**config.mk**
```make
export PLATFORM = sky130hd
export DESIGN_NAME = uart_tx_arbiter
export DESIGN_NICKNAME = d
export VERILOG_FILES = /design/src/rtl/uart_arb_pkg.sv /design/src/rtl/uart_tx_arbiter_rr_pick.sv /design/src/rtl/uart_tx_arbiter.sv
export SDC_FILE = /design/constraint.sdc
export NUM_CORES = 1
export LEC_CHECK = 0
export BUFFER_PORTS_ARGS = -buffer_cell sky130_fd_sc_hd__buf_4
export CAP_MARGIN = 10
export CORE_ASPECT_RATIO = 1.5
export CORE_MARGIN = 8
export CORE_UTILIZATION = 35
export DETAILED_ROUTE_END_ITERATION = 10
export PLACE_DENSITY_LB_ADDON = 0.08
export SYNTH_ARGS = -nofsm -noshare
export SYNTH_HDL_FRONTEND = slang
export SYNTH_SLANG_ARGS = --single-unit
```
**constraint.sdc**
```tcl
create_clock -name clk -period 3.7 [get_ports clk]
set_input_delay 0.74 -clock clk [delete_from_list [all_inputs] [get_ports clk]]
set_output_delay 0.74 -clock clk [all_outputs]
set_load 0.03 [all_outputs]
```
**src/rtl/uart_arb_pkg.sv**
```systemverilog
// Shared types and defaults for the uart_tx request arbiter.
// Optional build macro: UART_ARB_FIXED_PRIO_EN (see uart_tx_arbiter).
package uart_arb_pkg;

  typedef enum logic [1:0] {
    IDLE      = 2'd0,
    LAUNCH    = 2'd1,
    WAIT_BUSY = 2'd2,
    WAIT_DONE = 2'd3
  } arb_state_e;

  localparam int N_REQ_DEF     = 4;
  localparam int MAX_BURST_DEF = 16;

  function automatic logic [2:0] oh_idx(input logic [7:0] oh);
    logic [2:0] r;
    r = '0;
    for (int i = 0; i < 8; i++) begin
      if (oh[i]) r = 3'(i);
    end
    return r;
  endfunction

endpackage

```
**src/rtl/uart_tx_arbiter_rr_pick.sv**
```systemverilog
// Combinational rotating-priority picker: first set bit at or above ptr_i,
// wrapping. Pointer is driven to zero by the top for fixed priority.
module rr_pick
  import uart_arb_pkg::*;
#(
  parameter int N  = N_REQ_DEF,
  parameter int PW = $clog2(N_REQ_DEF)
) (
  input  logic [N-1:0]  req_i,
  input  logic [PW-1:0] ptr_i,
  output logic [N-1:0]  win_o,
  output logic          valid_o
);

  int j;

  always_comb begin
    win_o   = '0;
    valid_o = 1'b0;
    j       = 0;
    for (int k = 0; k < N; k++) begin
      j = int'(ptr_i) + k;
      if (j >= N) j = j - N;
      if (!valid_o && req_i[j]) begin
        win_o[j] = 1'b1;
        valid_o  = 1'b1;
      end
    end
  end

endmodule

```
**src/rtl/uart_tx_arbiter.sv**
```systemverilog
// Shares one uart_tx among N_REQ byte requesters with burst lock.
// UART_ARB_FIXED_PRIO_EN: lowest index wins instead of round-robin.
module uart_tx_arbiter
  import uart_arb_pkg::*;
#(
  parameter int N_REQ     = N_REQ_DEF,
  parameter int MAX_BURST = MAX_BURST_DEF
) (
  input  logic               clk,
  input  logic               reset,
  input  logic [N_REQ-1:0]   req,
  input  logic [N_REQ-1:0]   req_last,
  input  logic [N_REQ*8-1:0] req_data,
  output logic [N_REQ-1:0]   req_ack,
  output logic [N_REQ-1:0]   grant,
  output logic               uart_start,
  output logic [7:0]         uart_data,
  input  logic               uart_busy,
  output logic               arb_busy
);

  localparam int IW = $clog2(N_REQ);

  arb_state_e       state_q;
  logic [N_REQ-1:0] grant_q;
  logic [N_REQ-1:0] ack_q;
  logic             start_q;
  logic [7:0]       data_q;
  logic             last_q;
  logic [7:0]       cnt_q;
  logic [IW-1:0]    own_q;

  logic [N_REQ-1:0] win;
  logic             win_vld;
  logic [IW-1:0]    win_idx;
  logic [IW-1:0]    pick_ptr;
  logic             more;

`ifdef UART_ARB_FIXED_PRIO_EN
  assign pick_ptr = '0;
`else
  logic [IW-1:0] ptr_q;
  assign pick_ptr = ptr_q;
`endif

  rr_pick #(
    .N  (N_REQ),
    .PW (IW)
  ) u_pick (
    .req_i   (req),
    .ptr_i   (pick_ptr),
    .win_o   (win),
    .valid_o (win_vld)
  );

  assign win_idx = IW'(oh_idx(8'(win)));

  // Keep the lock only while the owner still offers a non-final byte.
  assign more = !last_q && req[own_q]
             && (cnt_q < 8'(MAX_BURST));

  always_ff @(posedge clk or posedge reset) begin
    if (reset) begin
      state_q <= IDLE;
      grant_q <= '0;
      ack_q   <= '0;
      start_q <= 1'b0;
      data_q  <= 8'h00;
      last_q  <= 1'b0;
      cnt_q   <= 8'd0;
      own_q   <= '0;
`ifndef UART_ARB_FIXED_PRIO_EN
      ptr_q   <= '0;
`endif
    end else begin
      ack_q   <= '0;
      start_q <= 1'b0;
      unique case (state_q)
        IDLE: begin
          if (win_vld) begin
            grant_q <= win;
            ack_q   <= win;
            data_q  <= req_data[8*win_idx +: 8];
            last_q  <= req_last[win_idx];
            cnt_q   <= 8'd1;
            own_q   <= win_idx;
            state_q <= LAUNCH;
          end
        end
        LAUNCH: begin
          start_q <= 1'b1;
          state_q <= WAIT_BUSY;
        end
        WAIT_BUSY: begin
          if (uart_busy) state_q <= WAIT_DONE;
        end
        WAIT_DONE: begin
          if (!uart_busy) begin
            if (more) begin
              ack_q   <= N_REQ'(1) << own_q;
              data_q  <= req_data[8*own_q +: 8];
              last_q  <= req_last[own_q];
              cnt_q   <= cnt_q + 8'd1;
              state_q <= LAUNCH;
            end else begin
              grant_q <= '0;
`ifndef UART_ARB_FIXED_PRIO_EN
              ptr_q   <= (own_q == IW'(N_REQ - 1))
                       ? '0 : own_q + 1'b1;
`endif
              state_q <= IDLE;
            end
          end
        end
        default: state_q <= IDLE;
      endcase
    end
  end

  assign req_ack    = ack_q;
  assign grant      = grant_q;
  assign uart_start = start_q;
  assign uart_data  = data_q;
  assign arb_busy   = (state_q != IDLE);

endmodule
```
After elaboration in Yosys (flattened, before gate mapping)
Cells that the tools add are included.
{"block": "totals", "reg_bits": 32, "in_bits": 43, "out_inout_bits": 18, "wordCells": 139}
{"block": "classes", "add_sub_neg": 9, "order_cmp": 15, "n_eq_ne": 9, "n_shift": 3, "n_mux": 68, "bitwise_logic": 5, "reduce_logical": 21}
{"cell": "$ge 32x1->1 const B", "count": 4}
{"cell": "$lt 32x4->1 const B", "count": 4}
{"cell": "$mux 32", "count": 4}
{"cell": "$ge 32x4->1 const B", "count": 3}
{"cell": "$sub 32x4->32 const B", "count": 3}
{"cell": "$shiftx 32x6->8", "count": 2}
{"cell": "$mux 8", "count": 6}
{"cell": "$mux 4", "count": 10}
{"cell": "$pmux 8 s2", "count": 2}
{"cell": "$mux 1", "count": 25}
{"cell": "$pmux 4 s2", "count": 2}
{"cell": "$bmux 1 s2", "count": 7}
{"cell": "$mux 2", "count": 6}
{"cell": "$or 4x4->4", "count": 3}
{"cell": "$logic_and 1x1->1", "count": 9}
{"cell": "$add 8x1->8 const B", "count": 1}
{"cell": "$demux 1 s2", "count": 4}
{"cell": "$lt 8x5->1 const B", "count": 1}
{"cell": "$ne 2x2->1 const B", "count": 4}
{"cell": "$pmux 2 s4", "count": 1}
{"cell": "$reduce_and 4->1", "count": 2}
{"cell": "$add 2x2->3 const B", "count": 2}
{"cell": "$eq 2x2->1 const B", "count": 3}
{"cell": "$lt 2x3->1 const B", "count": 2}
{"cell": "other kinds (14)", "count": 20}

Depth between registers and ports, before layout
Gate-level depths: netlist of run 1.
{"block": "logic_depth", "word_depth": 22, "ltp_mapped": 12, "depth_no_buf": 9}

By module
From an unflattened synthesis of run 1, not the netlist that was laid out.
{"block": "unflattened", "hier_cells": 217, "hier_area_um2": 2342.2}
{"mod": "uart_tx_arbiter", "instances": 1, "cells_each": 158, "area_per_inst_um2": 1884.3, "seq_area_each_um2": 800.8}
{"mod": "rr_pick", "instances": 1, "cells_each": 59, "area_per_inst_um2": 457.9, "seq_area_each_um2": 0.0}

Worst setup path before layout of run 1
OpenSTA, ideal clock, no wires.
{"block": "synth_timing", "kind": "register to register", "start": "register ptr_q[0] (netlist: pick_ptr[0])", "end": "register data_q[2] (netlist: uart_data[2])", "setup_ps": 99, "arrival_ps": 3019, "required_time_ps": 3601, "path_slack_ps": 581, "stages_incl_launch_ff": 12, "n_path_buf": 2, "period_less_slack_ps": 3119, "cell_sequence": "dfrtp_1 > buf_2 > inv_1 > ha_1 > buf_6 > mux4_2 > or3b_1 > a2bb2oi_2 > o221ai_2 > a31oi_4 > mux2i_1 > a311oi_1"}
{"block": "synth_between", "elab_chain_len": 21, "elab_cells_between_ends": 72, "cone_classes": "7 x add/sub; 12 x order compare; 1 x eq/ne; 1 x shift; 37 x mux; 3 x bitwise; 11 x reduce/logical"}
{"item": "start, declared", "line": "uart_tx_arbiter.sv:42", "source": "logic [IW-1:0] ptr_q;"}
{"item": "start signal, assigned", "line": "uart_tx_arbiter.sv:108", "source": "ptr_q <= (own_q == IW'(N_REQ - 1))"}
{"item": "parallel branches: the longest is 21 deep, another holds $sub 32x4->32"}
{"item": "end signal, assigned", "line": "uart_tx_arbiter.sv:83", "source": "data_q <= req_data[8*win_idx +: 8];"}
{"item": "end signal, assigned", "line": "uart_tx_arbiter.sv:101", "source": "data_q <= req_data[8*own_q +: 8];"}
{"item": "end, declared", "line": "uart_tx_arbiter.sv:28", "source": "logic [7:0] data_q;"}
Parallel ways; which one is timed is not known. The select of a mux whose other input is x is not followed.
A chain may end at the register's enable or synchronous reset.

Worst setup path in the final report of run 1
{"block": "layout_timing", "start": "register ptr_q[1] (netlist: pick_ptr[1])", "end": "register data_q[2] (netlist: uart_data[2])"}
Same word-level chain as after synthesis.

==> impl_metrics.yaml, run 1 <==
outcome:
  status: "complete, no violations"
final_layout:
  drive_gt1_share_pct: 25.1
  nNetsFinal: 449
  synthToLayoutAreaGrowth_pct: 28.3
  finish.utilization_pct: 45.4
  regArea_um2: 801
  fillers: 836
  n_antenna_cell: 0
  multiInputGateArea_um2: 1790
logic_synthesis:
  synth.distinct_cells: 53
  synth_ff_type: "dfrtp_1"
  synth_area_um2: 2800
  yosysTopAreaCell: "dfrtp_1"
  synth_edf_count: 0
  syn_inst: 326
  synth-seq-cells: 32
  syn_nets: 385
  synthArstFlopShare_pct: 100
  synth_area_per_cell_um2: 8.57
  ys_seq_area_share_pct: 28.6
  synth_top_area_share_pct: 28.6
  yosysWarnings: 0
  synth.area.top_cells: "dfrtp_1 (29%), ha_1 (7.2%), a222oi_1 (5.0%)"
floorplanning:
  core_area_um2: 7910
  io_pins: 61
  fp.dieArea_um2: 11200
  initial_core_util_pct: 35.3
  die_w_um: 89.0
  fp-row-count: 40
  die_y_um: 125
timing:
  final.setup.worst_slack_ps: 219
  drv_slew: 0
  fmax_mhz: 287
  hold_violations: 0
  clock_skew_ps: 3.81
  slew_headroom_pct: 28.9
  setup_violations: 0
  fin_crit_sh_pct: 94.1
  fin_tns_setup_ps: 0
  tightest_slew_ps: 1060
  grt_setup_unrepaired: "false"
  whs_ps: 475
  period_minus_slack_ps: 3480
power:
  p_leak_nw: 1.66
  ir_drop_v: 0.000341
  powerDensity_nw_per_um2: 926
grt:
  track_usage_pct: 16.2
  grt-ovfl-total: 0
  antenna_found_initial: 0
  grt_max_degree: 53
  grt_pass1_vias: 2789
  grt_pass1_wl_um: 14200
detailed_routing:
  first_iter_violations: 190
  wl_per_cell_um: 17.9
  drt-total-wl_um: 8870
  ant_nets: 0
  post_drt_via_cell_ratio: 5.57
  drc_errors: 0
  first_pass_iters: 6
  vias: 2761
clock_network:
  clk_pin_slew_worst_paths_ps: 50
  clock_path_buffers: 2
  root_buffer: "clkbuf_16"
  post_cts_resized: 0
  clkLatencyLatePin_ps: 270
  cts_hold_buf: 0
  htree_levels: 2
  post_cts_buffers: 0
  cts_tree: "built"
  numCtsBuffers: 5
  cts_sinks: 32
setup_path:
  path_class: "reg2reg"
  crit_arrival_ps: 3660
  cp-start-kind: "register"
  cp_max_fo: 15
  ff2ff_setup_slack_ps: 220
  worst_ep_required_time_ps: 3880
  end_kind: "register"
placed_design:
  gp_congestion: 0.840
  place_ws_ps: 247
  portBuffers: 60
  hpwlAfterDp_um: 6730
job:
  drv_cap: 0
hold_path:
  hp-class: "reg2reg"
-- sequential cells by signal, indices dropped and copies added (netlist names) --
| name | count |
|---|---|
| own_q | 2 |
| cnt_q | 8 |
| req_ack | 4 |
| uart_data | 8 |
| grant | 4 |
| state_q | 2 |
| uart_start | 1 |
| pick_ptr | 2 |
| last_q | 1 |
-- through the flow --
step	instance area (µm²)	power (mW)	instances
after global placement	3420	2.87	488
after detailed placement	3420	2.89	488
after global routing	3590	3.58	496
final	3590	3.32	496
after CTS	3590	3.36	496
after floorplan	2800	2.11	326
-- final cells by class --
cell class                 count  area share, %
timing repair buffer          79           16.5
multi-input combinational    244           50.0
clock buffer                   6           3.59
clock inverter                 2          0.977
sequential                    32           22.3
tap                          105           3.66
inverter                      28           2.93
-- critical path: stages (launching register included) --
cell      delay (ps)
dfrtp_1          350
inv_1             80
ha_1             450
mux4_2           610
nor3b_1          270
o22a_1           620
a21oi_1          190
a31oi_4          440
mux2i_1          130
a311oi_1         250
-- path summary, 6_finish.rpt --
kind,from,end,depth (start not counted)
max,pick_ptr[1],uart_data[2],9
min,uart_data[3],uart_data[3],2
min in group asynchronous,reset,cnt_q[5],3
max in group asynchronous,reset,own_q[0],3
max reg2reg,pick_ptr[1],uart_data[2],9
min reg2reg,uart_data[3],uart_data[3],2
-- layout by cell type, fill, tap and decap left out, types with 2 or more instances in the layout --
| master | instances |
|---|---|
| a211oi_1 | 2 |
| a21o_1 | 3 |
| a21oi_1 | 6 |
| a221oi_1 | 2 |
| a222oi_1 | 14 |
| a22oi_1 | 3 |
| a31oi_1 | 5 |
| and3_1 | 3 |
| buf_4 | 79 |
| clkbuf_16 | 5 |
| dfrtp_1 | 32 |
| ha_1 | 16 |
| inv_1 | 27 |
| mux2i_1 | 13 |
| mux4_2 | 5 |
| nand2_1 | 27 |
| nand2b_1 | 2 |
| nand3_1 | 3 |
| nor2_1 | 35 |
| nor2b_1 | 19 |
| nor3_1 | 4 |
| nor3b_1 | 3 |
| o2111ai_1 | 14 |
| o21a_1 | 2 |
| o21ai_0 | 17 |
| o22ai_1 | 4 |
| o311ai_0 | 14 |
| o31ai_1 | 2 |
| or2_2 | 2 |
| or3b_1 | 2 |
| xor2_1 | 2 |
-- cell families (layout without fill, tap and decap cells) --
family	Yosys count	count (layout)	share of synthesized area, %
DFF	32	32	28.6
xor gates and xnor gates	2	2	0.627
adders and majority gates	16	16	7.16
muxes	19	19	9.09
AOI/OAI and AO/OA	100	100	28.6
buffers and inverters	50	115	7.21
and+or+nand+nor	107	107	18.6
-- report_power, final --
part	internal [mW]	total [mW]	switching, mW
clock	0.316	0.461	0.144
sequential	0.478	0.577	0.0984
combinational	0.910	2.28	1.37
total	1.70	3.32	1.62
-- synth_stat cells (all sizes together) (2+ instances only) --
master and n:
nand3 3, a31oi 6, and3 3, inv 27, clkbuf 16, a21o 3, o31ai 2, o2111ai 14
or3b 2, dfrtp 32, nand2b 2, nor2 35, xor2 2, o21a 2, o221ai 2, nor3 4
a22oi 3, buf 6, o22ai 4, ha 16, o21ai 18, o311ai 14, a221oi 2, nor3b 3
nand2 27, mux2i 13, a21oi 6, or2 2, a222oi 14, nor2b 19, a211oi 3, mux4 5
-- per-layer routing --
layer / track usage [%] / vias to the layer above / share of wire [%]
met5: 0 / - / 0
met4: 5.71 / 0 / 2.6
met3: 2.75 / 12 / 4.9
met2: 28.5 / 91 / 53
met1: 18.6 / 1299 / 39
li1: - / 1359 / -
(Power assumes the default switching activity.)
==> run 2: changes to the inputs <==
--- a/config.mk
+++ b/config.mk
@@ -11,7 +11,6 @@
 export CORE_MARGIN = 8
 export CORE_UTILIZATION = 35
 export DETAILED_ROUTE_END_ITERATION = 10
-export PLACE_DENSITY_LB_ADDON = 0.08
 export SYNTH_ARGS = -nofsm -noshare
 export SYNTH_HDL_FRONTEND = slang
 export SYNTH_SLANG_ARGS = --single-unit
==> run 2 against run 1 <==
Against the previous run: wire length shrank 7.5%; utilization shrank 0.47 points; combinational power shrank 7%; die area unchanged; total power is 4.4% lower; critical endpoint is now uart_data[7].
==> impl_metrics.yaml, run 2 (synthesized netlist as in run 1, its figures left out) <==
setup_path:
  r2r_cells: 10
  cp-startpoint: "pick_ptr[1]"
  rr_startpoint: "pick_ptr[1]"
  path_class: "reg2reg"
  cp-start-kind: "register"
  endpoint: "uart_data[7]"
  cp_max_fo: 16
  reg2reg_to: "uart_data[7]"
  crit_arrival_ps: 3710
  end_kind: "register"
  ff2ff_setup_slack_ps: 190
  worst_ep_required_time_ps: 3900
timing:
  drv_slew: 0
  hold_violations: 0
  setup_violations: 0
  fin_tns_setup_ps: 0
  clock_skew_ps: 7.07
  grt_setup_unrepaired: "false"
  fin_crit_sh_pct: 94.8
  tightest_slew_ps: 1110
  period_minus_slack_ps: 3510
  fmax_mhz: 285
  slew_headroom_pct: 25.5
power:
  ir_drop_v: 0.000406
  power.share.combinational_pct: 66.9
  p_clk_share_pct: 14.7
  p_seq_share_pct: 18.3
  cellInternalPower_mw: 1.64
  p_sw_share_pct: 48.3
  p_leak_nw: 1.63
  powerDensity_nw_per_um2: 894
  p_switching_mw: 1.53
placed_design:
  gp_congestion: 0.867
  hpwlAfterDp_um: 6260
  numPlacedInstances: 480
  portBuffers: 60
detailed_routing:
  first_iter_violations: 256
  drt-total-wl_um: 8200
  first_pass_iters: 5
  wl_per_cell_um: 16.7
  vias: 2758
  ant_nets: 0
  drc_errors: 0
  post_drt_via_cell_ratio: 5.62
final_layout:
  final_common_cell: "buf_4"
  fillers: 833
  n_antenna_cell: 0
  synthToLayoutAreaGrowth_pct: 27.0
  drive_gt1_share_pct: 24.1
  final_cell_mix: "buf_4 (74), nor2_1 (35), dfrtp_1 (32)"
  nNetsFinal: 444
  finish.utilization_pct: 44.9
  fin_cells: 491
clock_network:
  numCtsBuffers: 5
  clkLatencyLatePin_ps: 280
  cts_tree: "built"
  root_buffer: "clkbuf_16"
  cts_sinks: 32
  htree_levels: 2
  clk_pin_slew_worst_paths_ps: 60
  clock_path_buffers: 2
floorplanning:
  initial_core_util_pct: 35.3
  fp-row-count: 40
  core_area_um2: 7910
  fp.dieArea_um2: 11200
  die_y_um: 125
  die_w_um: 89.0
  io_pins: 61
grt:
  grt_util_met3_pct: 3.08
  grt_pass1_vias: 2677
  grtUsageMet1_pct: 17.7
  top_usage_layer: "met2"
  grt-ovfl-total: 0
  grtUsageMet2_pct: 25.8
  grt_max_degree: 45
  grt_pass1_wl_um: 13300
  antenna_found_initial: 0
  track_usage_pct: 15.1
hold_path:
  hp-class: "reg2reg"
outcome:
  status: "complete, no violations"
job:
  drv_cap: 0
-- run 2: cell types whose count changed in the layout (fill, tap and decap cells not counted), sizes merged --
cell / change
buf: -5
-- run 2: stage by stage --
stage | worst slack [ps] | cell area, µm² | total power, mW | hold slack, ps
finish | 192 | 3550 | 3.17 | 479
global route | 17.3 | 3550 | 3.43 | 504
CTS | 194 | 3530 | 3.16 | 484
detailed placement | 198 | 3360 | 2.68 | 472
global placement | 305 | 3360 | 2.66 | 469
floorplan | 581 | 2800 | 2.11 | 465
-- run 2: layout make-up --
type | count | area, µm² | share of cell area, %
multi-input cells | 244 | 1790 | 50.5
clock buffers | 6 | 129 | 3.63
clock inverters | 2 | 35.0 | 0.987
repair buffers | 74 | 556 | 15.7
flip-flops and latches | 32 | 801 | 22.6
inverters | 28 | 105 | 2.96
well taps | 105 | 131 | 3.70
-- run 2: power groups by stage --
stage               logic, mW  registers, mW  clock network [mW]
finish                   2.12          0.582               0.468
global route             2.34          0.600               0.489
CTS                      2.10          0.584               0.474
detailed placement       2.10          0.587                   0
global placement         2.07          0.588                   0
floorplan                1.40          0.710                   0
-- run 2: how the worst min path moves through the flow --
stage,startpoint,end,slack (ps),cells after the start
after global placement,grant[1],grant[1],470,2
after CTS,uart_data[3],uart_data[3],480,2
final,grant[1],grant[1],480,2
after global routing,uart_data[4],uart_data[4],500,2
after floorplan,cnt_q[6],cnt_q[6],470,1
after detailed placement,uart_data[3],uart_data[3],470,2
-- run 2: critical path: stages (launching register included) --
cell      delay (ps)
dfrtp_1          520
inv_1            150
ha_1             470
mux4_2           620
inv_1            140
a211oi_4          70
buf_4            180
o21a_1           350
o311ai_0         600
mux2i_1          170
o21ai_0          170
-- run 2: metal layers --
layer  vias up  routed length (µm)  share of wire [%]
met5         -                   0                  0
met4         0                 165                2.0
met3        13                 531                6.5
met2       106                4240                 52
met1      1287                3270                 40
li1       1352                   -                  -
-- run 2: what timing repair did --
| item | in CTS | in global routing |
|---|---|---|
| hold buffers | 0 | 0 |
| setup buffers | 0 | 3 |
| resized for setup | 0 | 0 |
| endpoints found under the setup margin | 0 | 2 |
==> run 3: changes to the inputs <==
--- a/config.mk
+++ b/config.mk
@@ -5,9 +5,8 @@
 export SDC_FILE = /design/constraint.sdc
 export NUM_CORES = 1
 export LEC_CHECK = 0
-export BUFFER_PORTS_ARGS = -buffer_cell sky130_fd_sc_hd__buf_4
+export BUFFER_PORTS_ARGS = -buffer_cell sky130_fd_sc_hd__buf_2
 export CAP_MARGIN = 10
-export CORE_ASPECT_RATIO = 1.5
 export CORE_MARGIN = 8
 export CORE_UTILIZATION = 35
 export DETAILED_ROUTE_END_ITERATION = 10
==> run 3 against run 2 <==
Against the previous run: clock power shrank 29%; non-clock buffer count unchanged; sequential cell count stayed put; combinational power decreased by 2%; hold slack worse by 8.1 ps; critical endpoint is now uart_data[2]; highest routed layer unchanged.
==> impl_metrics.yaml, run 3 (synthesized netlist as in run 1, its figures left out) <==
outcome:
  status: "complete, no violations"
clock_network:
  cts_tree: "built"
  cts_hold_buf: 0
  clk_pin_slew_worst_paths_ps: 70
  clock_path_buffers: 2
  htree_levels: 2
  clkLatencyLatePin_ps: 290
  numCtsBuffers: 5
  root_buffer: "clkbuf_8"
  cts_sinks: 32
detailed_routing:
  drc_errors: 0
  first_iter_violations: 206
  wl_per_cell_um: 16.7
  first_pass_iters: 6
  vias: 2745
  post_drt_via_cell_ratio: 5.63
  drt-total-wl_um: 8130
  ant_nets: 0
final_layout:
  nNetsFinal: 444
  final_area_um2: 3340
  synthToLayoutAreaGrowth_pct: 19.5
  multiInputGateArea_um2: 1790
  fillers: 783
  drive_gt1_share_pct: 24.4
  final_cell_mix: "buf_2 (60), nor2_1 (35), dfrtp_1 (32)"
  regArea_um2: 801
  final_common_cell: "buf_2"
  n_antenna_cell: 0
placed_design:
  hpwlAfterDp_um: 6110
  placed_cell_area_um2: 3200
  portBuffers: 60
  gp_congestion: 0.825
timing:
  period_minus_slack_ps: 3460
  fin_tns_setup_ps: 0
  drv_slew: 0
  hold_violations: 0
  setup_violations: 0
  slew_headroom_pct: 17.6
  clock_skew_ps: 11.4
  tightest_slew_ps: 1230
  fmax_mhz: 289
  fin_crit_sh_pct: 93.4
  grt_setup_unrepaired: "false"
setup_path:
  critPathMaxStageDelay_ps: 600
  path_class: "reg2reg"
  crit_arrival_ps: 3640
  end_kind: "register"
  cp-start-kind: "register"
  cp_max_fo: 8
  worst_ep_required_time_ps: 3880
  ff2ff_setup_slack_ps: 240
  cp_cell_sequence: "inv_1, ha_1, mux4_2, or3b_1, a2bb2oi_2, o221ai_2, a31oi_4, mux2i_1, a311oi_1"
  slowest_stage: "mux4_2"
floorplanning:
  die_w_um: 105
  core_area_um2: 7730
  initial_core_util_pct: 36.2
  io_pins: 61
  fp.dieArea_um2: 11100
  fp-row-count: 32
  die_y_um: 105
power:
  p_leak_nw: 1.56
  powerDensity_nw_per_um2: 895
  ir_drop_v: 0.000267
grt:
  grt_pass1_wl_um: 13900
  grt-ovfl-total: 0
  track_usage_pct: 14.8
  antenna_found_initial: 0
  grt_pass1_vias: 2817
  grt_max_degree: 53
hold_path:
  hp-class: "reg2reg"
job:
  drv_cap: 0
## run 3: routing by layer
metal  vias to the layer above  global-route usage, %  routed length, µm  part of all wire (%)
met2                        80                   24.0               3750                    46
met1                      1301                   19.8               3850                    47
met3                        12                   2.31                394                   4.8
li1                       1352                      -                  -                     -
met4                         0                   4.18                126                   1.6
met5                         -                      0                  0                     0
## run 3: layout make-up
type,instances,area share (%)
clock buffer,6,2.17
clock inverter,2,1.05
inverter,28,3.15
multi-input combinational,244,53.7
sequential,32,24.0
tap,102,3.82
timing repair buffer,74,12.1
## run 3: worst max-delay path: cells and delay by family (launching register included)
| family | cells | cell delay (ps) |
|---|---|---|
| DFF | 1 | 520 |
| muxes | 2 | 740 |
| AOI/OAI and AO/OA | 4 | 1090 |
| adders and majority gates | 1 | 460 |
| and+or+nand+nor | 1 | 390 |
| buffers and inverters | 1 | 140 |
## run 3: path summary, 6_finish.rpt
check	startpoint	to	cells after the start
min	grant[2]	grant[2]	1
max in group asynchronous	reset	uart_start	3
max reg2reg	pick_ptr[1]	uart_data[2]	9
min reg2reg	grant[2]	grant[2]	1
min in group asynchronous	reset	own_q[0]	2
max	pick_ptr[1]	uart_data[2]	9
## run 3: per-stage QoR
stage                     utilization, %  cells  setup slack, ps  total power [mW]  hold slack (ps)
after floorplan                        -    326              581              2.11              465
after global placement              41.4    476              116              2.60              464
after detailed placement            41.4    476            -20.3              2.62              464
after CTS                           42.8    484              179              2.96              480
after global routing                43.2    488             20.8              3.25              494
final                               43.2    488              245              2.99              471
## run 3: timing repair
action | in CTS | in global routing
buffers inserted | 0 | 4
gates resized for setup | 1 | 0
pin swaps | 0 | 2
endpoints found under the setup margin | 8 | 8
## run 3: report_power, final
group / internal [mW] / leakage, nW / switching (mW)
sequential: 0.477 / 0.408 / 0.109
combinational: 0.787 / 1.10 / 1.28
clock: 0.200 / 0.0552 / 0.132
total: 1.46 / 1.56 / 1.53
